**src/rtl/seq_det_pkg.sv**
```systemverilog
// Shared types and default widths for the configurable serial pattern detector.
// Optional abort input is enabled with `define SEQ_DET_ABORT_EN (see seq_det_scan_ctrl).
package seq_det_pkg;

  typedef enum logic [1:0] {
    IDLE  = 2'd0,
    LOAD  = 2'd1,
    SHIFT = 2'd2,
    DONE  = 2'd3
  } state_t;

  localparam int DEF_DATA_W    = 16;
  localparam int DEF_PAT_W_MAX = 8;
  localparam int DEF_LEN_W     = 4;
  localparam int DEF_CNT_W     = 8;

endpackage

```
**src/rtl/seq_det_pat_match.sv**
```systemverilog
// Bit history, fill tracking and match compare for the serial pattern detector.
// match is combinational on the post-shift history; the caller registers it.
module seq_det_pat_match
  import seq_det_pkg::*;
#(
  parameter int PAT_W_MAX = DEF_PAT_W_MAX,
  parameter int LEN_W     = DEF_LEN_W
) (
  input  logic                 clk,
  input  logic                 rstn,
  input  logic                 clear,
  input  logic                 shift_en,
  input  logic                 bit_in,
  input  logic [PAT_W_MAX-1:0] pat,
  input  logic [LEN_W-1:0]     len,
  input  logic                 ovl,
  output logic                 match
);

  logic [PAT_W_MAX-1:0] hist, hist_nx, mask;
  logic [LEN_W-1:0]     fill, fill_nx, len_eff;

  // Lengths beyond the history depth are clamped; mask selects the low len_eff bits.
  always_comb begin
    len_eff = (len > LEN_W'(PAT_W_MAX)) ? LEN_W'(PAT_W_MAX) : len;
    hist_nx = {hist[PAT_W_MAX-2:0], bit_in};
    fill_nx = (fill == LEN_W'(PAT_W_MAX)) ? fill : fill + 1'b1;
    mask    = '0;
    for (int i = 0; i < PAT_W_MAX; i++) begin
      mask[i] = (LEN_W'(i) < len_eff);
    end
    match = shift_en && (len_eff != '0) && (fill_nx >= len_eff) &&
            ((hist_nx & mask) == (pat & mask));
  end

  // Non-overlapping mode restarts the fill so the next match needs fresh bits.
  always_ff @(posedge clk or negedge rstn) begin
    if (!rstn) begin
      hist <= '0;
      fill <= '0;
    end else if (clear) begin
      hist <= '0;
      fill <= '0;
    end else if (shift_en) begin
      hist <= hist_nx;
      fill <= (match && !ovl) ? '0 : fill_nx;
    end
  end

endmodule

```
**src/rtl/seq_det_scan_ctrl.sv**
```systemverilog
// Framed word serialiser driving a run-time configurable pattern detector.
// Define SEQ_DET_ABORT_EN to add the abort input that cancels a frame in LOAD/SHIFT.
module seq_det_scan_ctrl
  import seq_det_pkg::*;
#(
  parameter int DATA_W    = DEF_DATA_W,
  parameter int PAT_W_MAX = DEF_PAT_W_MAX,
  parameter int LEN_W     = DEF_LEN_W,
  parameter int CNT_W     = DEF_CNT_W
) (
  input  logic                 clk,
  input  logic                 rstn,
  input  logic                 start,
  input  logic [PAT_W_MAX-1:0] cfg_pat,
  input  logic [LEN_W-1:0]     cfg_len,
  input  logic                 cfg_ovl,
  input  logic                 in_valid,
  input  logic [DATA_W-1:0]    in_data,
  input  logic                 in_last,
`ifdef SEQ_DET_ABORT_EN
  input  logic                 abort,
`endif
  output logic                 in_ready,
  output logic                 bit_out,
  output logic                 bit_valid,
  output logic                 hit,
  output logic [CNT_W-1:0]     match_cnt,
  output logic                 busy,
  output logic                 done
);

  localparam int IDX_W = (DATA_W > 1) ? $clog2(DATA_W) : 1;

  state_t               state, state_nx;
  logic [PAT_W_MAX-1:0] pat_q;
  logic [LEN_W-1:0]     len_q;
  logic                 ovl_q;
  logic [DATA_W-1:0]    word_q;
  logic                 last_q;
  logic [IDX_W-1:0]     idx;
  logic                 abort_req;
  logic                 frame_start;
  logic                 match;

`ifdef SEQ_DET_ABORT_EN
  assign abort_req = abort && ((state == LOAD) || (state == SHIFT));
`else
  assign abort_req = 1'b0;
`endif

  assign frame_start = (state == IDLE) && start;

  assign in_ready  = (state == LOAD);
  assign bit_valid = (state == SHIFT);
  assign bit_out   = bit_valid && word_q[idx];
  assign busy      = (state != IDLE);
  assign done      = (state == DONE);

  // Abort outranks the handshake so a word offered alongside abort is dropped.
  always_comb begin
    state_nx = state;
    case (state)
      IDLE:    if (start) state_nx = LOAD;
      LOAD:    if (abort_req) state_nx = IDLE;
               else if (in_valid) state_nx = SHIFT;
      SHIFT:   if (abort_req) state_nx = IDLE;
               else if (idx == '0) state_nx = last_q ? DONE : LOAD;
      DONE:    state_nx = IDLE;
      default: state_nx = IDLE;
    endcase
  end

  always_ff @(posedge clk or negedge rstn) begin
    if (!rstn) begin
      state     <= IDLE;
      pat_q     <= '0;
      len_q     <= '0;
      ovl_q     <= 1'b0;
      word_q    <= '0;
      last_q    <= 1'b0;
      idx       <= '0;
      hit       <= 1'b0;
      match_cnt <= '0;
    end else begin
      state <= state_nx;
      hit   <= match;
      if (frame_start) begin
        pat_q <= cfg_pat;
        len_q <= cfg_len;
        ovl_q <= cfg_ovl;
      end
      if ((state == LOAD) && in_valid && !abort_req) begin
        word_q <= in_data;
        last_q <= in_last;
        idx    <= IDX_W'(DATA_W - 1);
      end else if (state == SHIFT) begin
        idx <= idx - 1'b1;
      end
      // Count tracks hit and saturates; it is only cleared by the next frame start.
      if (frame_start) begin
        match_cnt <= '0;
      end else if (match && (match_cnt != '1)) begin
        match_cnt <= match_cnt + 1'b1;
      end
    end
  end

  seq_det_pat_match #(
    .PAT_W_MAX (PAT_W_MAX),
    .LEN_W     (LEN_W)
  ) u_match (
    .clk      (clk),
    .rstn     (rstn),
    .clear    (frame_start || abort_req),
    .shift_en (bit_valid && !abort_req),
    .bit_in   (bit_out),
    .pat      (pat_q),
    .len      (len_q),
    .ovl      (ovl_q),
    .match    (match)
  );

endmodule

```
**config.mk**
```make
export PLATFORM = sky130hd
export DESIGN_NAME = seq_det_scan_ctrl
export DESIGN_NICKNAME = d
export VERILOG_FILES = /design/src/rtl/seq_det_pkg.sv /design/src/rtl/seq_det_pat_match.sv /design/src/rtl/seq_det_scan_ctrl.sv
export SDC_FILE = /design/constraint.sdc
export NUM_CORES = 1
export LEC_CHECK = 0
export ABC_CLOCK_PERIOD_IN_PS = 3300
export CAP_MARGIN = 20
export CORE_ASPECT_RATIO = 0.5
export CORE_MARGIN = 2
export CORE_UTILIZATION = 40
export CTS_BUF_LIST = sky130_fd_sc_hd__clkbuf_8
export CTS_CLUSTER_SIZE = 12
export DETAILED_ROUTE_END_ITERATION = 10
export GPL_ROUTABILITY_DRIVEN = 1
export PLACE_DENSITY = 0.65
export SLEW_MARGIN = 20
export SYNTH_ARGS = -nofsm -noshare
export SYNTH_HDL_FRONTEND = slang
export SYNTH_SLANG_ARGS = --single-unit
```
**constraint.sdc**
```tcl
create_clock -name clk -period 3.3 [get_ports clk]
set_input_delay 0.825 -clock clk [delete_from_list [all_inputs] [get_ports clk]]
set_output_delay 0.825 -clock clk [all_outputs]
set_load 0.01 [all_outputs]
```
* Yosys cells after proc, flatten, opt, wreduce, memory -nomap -nowiden
Index checks and enable logic that the tools add are counted.
Word-level totals: register bits 56, bits of input ports 34, output and inout port bits 14, logic and storage cells 71
Operators by class: add/subtract/negate cells 3, magnitude comparators 11, equal/unequal tests 9, multiplexer cells 18, bitwise gates (word level) 2, reduce and logical (&&, ||, !) cells 17
Operators with widths (count):
- $mux 4 | 7
- $and 8x8->8 | 2
- $lt 3x4->1 const A | 4
- $mux 8 | 2
- $mux 7 | 2
- $add 8x1->8 const B | 1
- $eq 8x8->1 | 1
- $logic_and 1x1->1 | 8
- $lt 1x4->1 const A | 2
- $lt 2x4->1 const A | 2
- $mux 2 | 4
- $ne 8x8->1 const B | 1
- $pmux 2 s4 | 1
- $reduce_bool 2->1 | 4
- $lt 4x5->1 const B | 1
- $add 4x1->4 const B | 1
- $bmux 1 s4 | 1
- $eq 2x2->1 const B | 2
- $eq 4x4->1 const B | 1
- $ge 4x4->1 | 1
- $gt 4x4->1 const B | 1
- $logic_not 4->1 | 1
- $ne 2x2->1 const B | 2
- $reduce_bool 4->1 | 1
- 7 further kinds | 7

* Logic depth before layout (Yosys ltp)
word-level depth 10, mapped depth 13, gate-level depth less buffers 13

* By module
From an unflattened synthesis, not the netlist that was laid out.
Unflattened totals: cells, all modules 251, area, all modules 2874.0 µm²
Modules (own cells, without submodules):
- seq_det_scan_ctrl | instances 1, cells each 161, area each 2038.2 µm², seq. area each 1126.1 µm²
- seq_det_pat_match | instances 1, cells each 90, area each 835.8 µm², seq. area each 275.3 µm²

* Least setup slack after synthesis
Ideal clock, no wire load.
kind flip-flop to flip-flop, start point register u_match.fill[0], end point register match_cnt[5], setup time 78 ps, arrival time 2589 ps, data required time 3222 ps, slack 633 ps, cell stages (with the launch flop) 13, buffers on the path 0, clock period less this slack 2667 ps, cells stage by stage dfrtp_1 > inv_1 > ha_1 > nand2_1 > nand2_1 > mux2i_1 > ha_1 > nor4_1 > a32o_1 > a2111oi_4 > nand2_4 > or4_1 > a21oi_1
Between the ends: longest elaborated chain between the ends 7, elaborated cells on any way between the ends 8, classes of those cells add/sub (1); order compare (1); eq/ne (1); mux (1); reduce/logical (4)
Ends and longest elaborated chain:
- from (decl) | line seq_det_pat_match.sv:21 | logic [LEN_W-1:0] fill, fill_nx, len_eff;
- from (signal assigned) | line seq_det_pat_match.sv:46 | fill <= (match && !ovl) ? '0 : fill_nx;
- $add 4x1->4 or $eq 4x4->1 (tied branches) | line seq_det_pat_match.sv:27 | fill_nx = (fill == LEN_W'(PAT_W_MAX)) ? fill : fill + 1'b1;
- $mux 4 (*) | line seq_det_pat_match.sv:27
- $ge 4x4->1 (*) | line seq_det_pat_match.sv:32 | match = shift_en && (len_eff != '0) && (fill_nx >= len_eff) &&
- $logic_and 1x1->1 (*) (2 in series) | line seq_det_pat_match.sv:32
- $logic_and 1x1->1 (*) | line seq_det_scan_ctrl.sv:102 | end else if (match && (match_cnt != '1)) begin
- $reduce_bool 2->1 (no source line) (*)
- to (signal assigned) | line seq_det_scan_ctrl.sv:103 | match_cnt <= match_cnt + 1'b1;
- to (decl) | line seq_det_scan_ctrl.sv:27 | output logic [CNT_W-1:0] match_cnt,
Mark *: on every way between the ends. The rest lies on a longest branch, timed or not. A chain may end at the register's enable or synchronous reset.

* Final worst setup path
Same ends and word-level chain as after synthesis.

==> metrics.yaml <==
period_minus_slack_ns: 2.92
yosysSeqAreaShare: 0.500
total_power_mw: 2.80
grt_pass1_vias: 2042
holdCritPathClass: "primary input to async pin"
port-buffer-count: 47
cts_made_buffers: 5
syn_area_sq_um: 2800
start_util: 0.417
place_hpwl_um: 4180
via_per_inst: 5.01
p_leak_nw: 1.56
clk_latency_ns: 0.31
gp_congestion: 0.812
yosysUniqueCellTypes: 41
ios: 48
p_per_area_nw_per_um2: 806
synth_seq_cells: 56
cp.required_ns: 3.53
routed_wl_um: 5800
fin_crit_sh: 0.885
instances_no_fill: 418
r2r_setup_slack_ns: 0.38
pre_cts_ws_ns: 0.282
rr_startpoint: "u_match.fill[0]$_DFFE_PN0P_"
status: "finished clean"
maxCapViolCount: 0
clock.fmax_mhz: 343
grt_usage: 0.159
start_kind: "flop"
postLayoutCoreUtil: 0.517
vias: 2093
post_drt_wl_per_cell_um: 13.9
ff_latch_area_sq_um: 1400
crit_type: "flop to flop"
cts-root-buf: "clkbuf_8"
ir_drop_uv: 310
drive_gt1_frac: 0.126
cts_max_level: 2
clock-sinks: 56
arrival_ns: 3.15
grt_first_pass_wirelength_um: 9750
layout_setup_ws_ns: 0.381
fin_nets: 366
coreArea_sq_um: 6730
ys_warn_count: 0
r2r_cells: 12
die_h_um: 63.2
gr-total-overflow: 0
relSlewSlack: 0.362
worst_pin_slew_ns: 0.957
crit_path_max_fanout: 8
area_growth_pct: 24.1
design_area_sq_um: 3480
crit_path_end_kind: "flop"
finalMaxSlewViolations: 0
drt_iter0_markers: 89
cts_tree: "yes"
r2r-end: "match_cnt[5]$_DFFE_PN0P_"
place_area_sq_um: 3360
dieArea_sq_um: 7730
drt_pass1_iterations: 4
grt_max_degree: 46
syn_avg_cell_area_sq_um: 10.2
antenna_found_initial: 0
synthesis.instances: 275
cts_buffer_depth: 2
clk_pin_slew_worst_paths_ns: 0.10
rsz0062_at_grt: "no"
postRouteAntennaNets: 0
setup_viol: 0
critPathLaunch: "u_match.fill[0]$_DFFE_PN0P_"
dpl.cell_count: 407
fillers: 655
drc: 0
cts.hold.buffers_added: 0
antenna_cells: 0
whs_ns: 0.366
die_w_um: 122
clock_skew_ns: 0.00492
synthesis.nets: 316
finalSetupTns_ns: 0
hold_viol: 0
row_count: 21
multiInputGateArea_sq_um: 1330
flip-flops by register name, indices dropped and copies added (netlist names):
| name | count |
|---|---|
| word_q | 16 |
| match_cnt | 8 |
| pat_q | 8 |
| u_match.hist | 7 |
| idx | 4 |
| len_q | 4 |
| u_match.fill | 4 |
| state | 2 |
| hit | 1 |
| last_q | 1 |
| ovl_q | 1 |
logic make-up after synthesis:
group	synth area share
adder cells (fa/ha/maj)	0.0312
flip-flops	0.500
XOR/XNOR	0.0438
buffers and inverters	0.0254
AND/OR/NAND/NOR	0.183
multiplexers	0.128
AO/OA/AOI/OAI	0.0888
power by group:
part,internal (mW),switching [mW]
combinational,0.603,0.626
clock,0.168,0.228
sequential,0.944,0.234
layer usage:
metal  global-route usage  wire length [um]  vias up
li1                     -                 -     1049
met1                0.226              2920     1004
met2                0.252              2590       38
met3               0.0426               261        2
met4               0.0172                29        0
met5                    0                 0        -
area by class of cell:
type	instances	share of cell area
Timing Repair Buffer	53	0.147
Multi-Input combinational cell	202	0.382
Sequential cell	56	0.403
Clock buffer	6	0.0237
Tap cell	92	0.0331
Inverter	7	0.00755
Clock inverter	2	0.00324
critical path: stages (launching register included):
cell and delay, ns:
dfrtp_1 0.44, inv_1 0.09, ha_1 0.21, nand2_1 0.06, nand2_1 0.05, mux2i_1 0.18
ha_1 0.19, nor4_1 0.05, a32o_1 0.27, a2111oi_4 0.51, nand2_4 0.15, or4_1 0.49
a21oi_1 0.15
timing repair:
item | CTS | global route
resized for setup | 1 | 1
setup endpoints to repair | 1 | 1
buffers inserted | 0 | 3
cells in the final DEF (no fill, tap or decap), drive strengths merged, types with 2 or more instances in the layout:
| master | Yosys | final |
|---|---|---|
| o21ai | 16 | 16 |
| nand2b | 3 | 3 |
| clkbuf | 9 | 7 |
| nand3 | 9 | 9 |
| buf | 1 | 6 |
| o211ai | 3 | 3 |
| or3 | 2 | 2 |
| a31o | 2 | 2 |
| nor3 | 3 | 3 |
| a21oi | 8 | 8 |
| o31ai | 2 | 2 |
| xnor2 | 8 | 8 |
| and3 | 3 | 3 |
| nand2 | 69 | 69 |
| mux2 | 18 | 18 |
| xor2 | 6 | 6 |
| dfrtp | 56 | 56 |
| nor2 | 12 | 12 |
| mux2i | 11 | 11 |
| or4 | 3 | 3 |
| clkdlybuf4s50 | 0 | 45 |
| and2 | 2 | 2 |
| ha | 7 | 7 |
| inv | 6 | 7 |
| nor4 | 2 | 2 |
| a2111oi | 2 | 2 |
| mux4 | 2 | 2 |
how the worst max path moves through the flow:
stage / slack [ns] / depth (start not counted) / endpoint
floorplan: 0.63 / 12 / match_cnt[5]$_DFFE_PN0P_
global placement: 0.39 / 6 / bit_out
detailed placement: 0.28 / 6 / bit_out
CTS: 0.08 / 6 / bit_out
global route: 0.13 / 12 / match_cnt[5]$_DFFE_PN0P_
finish: 0.38 / 12 / match_cnt[5]$_DFFE_PN0P_
synthesized netlist by cell type (all sizes together):
cell type,instances,share of area
nand2,69,0.095
dfrtp,56,0.50
mux2,18,0.072
o21ai,16,0.029
nor2,12,0.016
mux2i,11,0.039
clkbuf,9,0.012
nand3,9,0.016
a21oi,8,0.014
xnor2,8,0.025
ha,7,0.031
inv,6,0.0080
xor2,6,0.019
and3,3,0.0067
nand2b,3,0.0067
nor3,3,0.0054
o211ai,3,0.0080
or4,3,0.0080
a2111oi,2,0.013
a31o,2,0.0063
and2,2,0.0045
mux4,2,0.016
nor4,2,0.0045
o31ai,2,0.0054
or3,2,0.0045
a211oi,1,0.0045
a32o,1,0.0036
and3b,1,0.0031
buf,1,0.0040
clkinv,1,0.0013
nand4,1,0.0022
nor2b,1,0.0022
nor3b,1,0.0027
nor4b,1,0.0054
o22ai,1,0.0022
o32ai,1,0.0031
No activity file was read; power rests on OpenSTA's default activity.
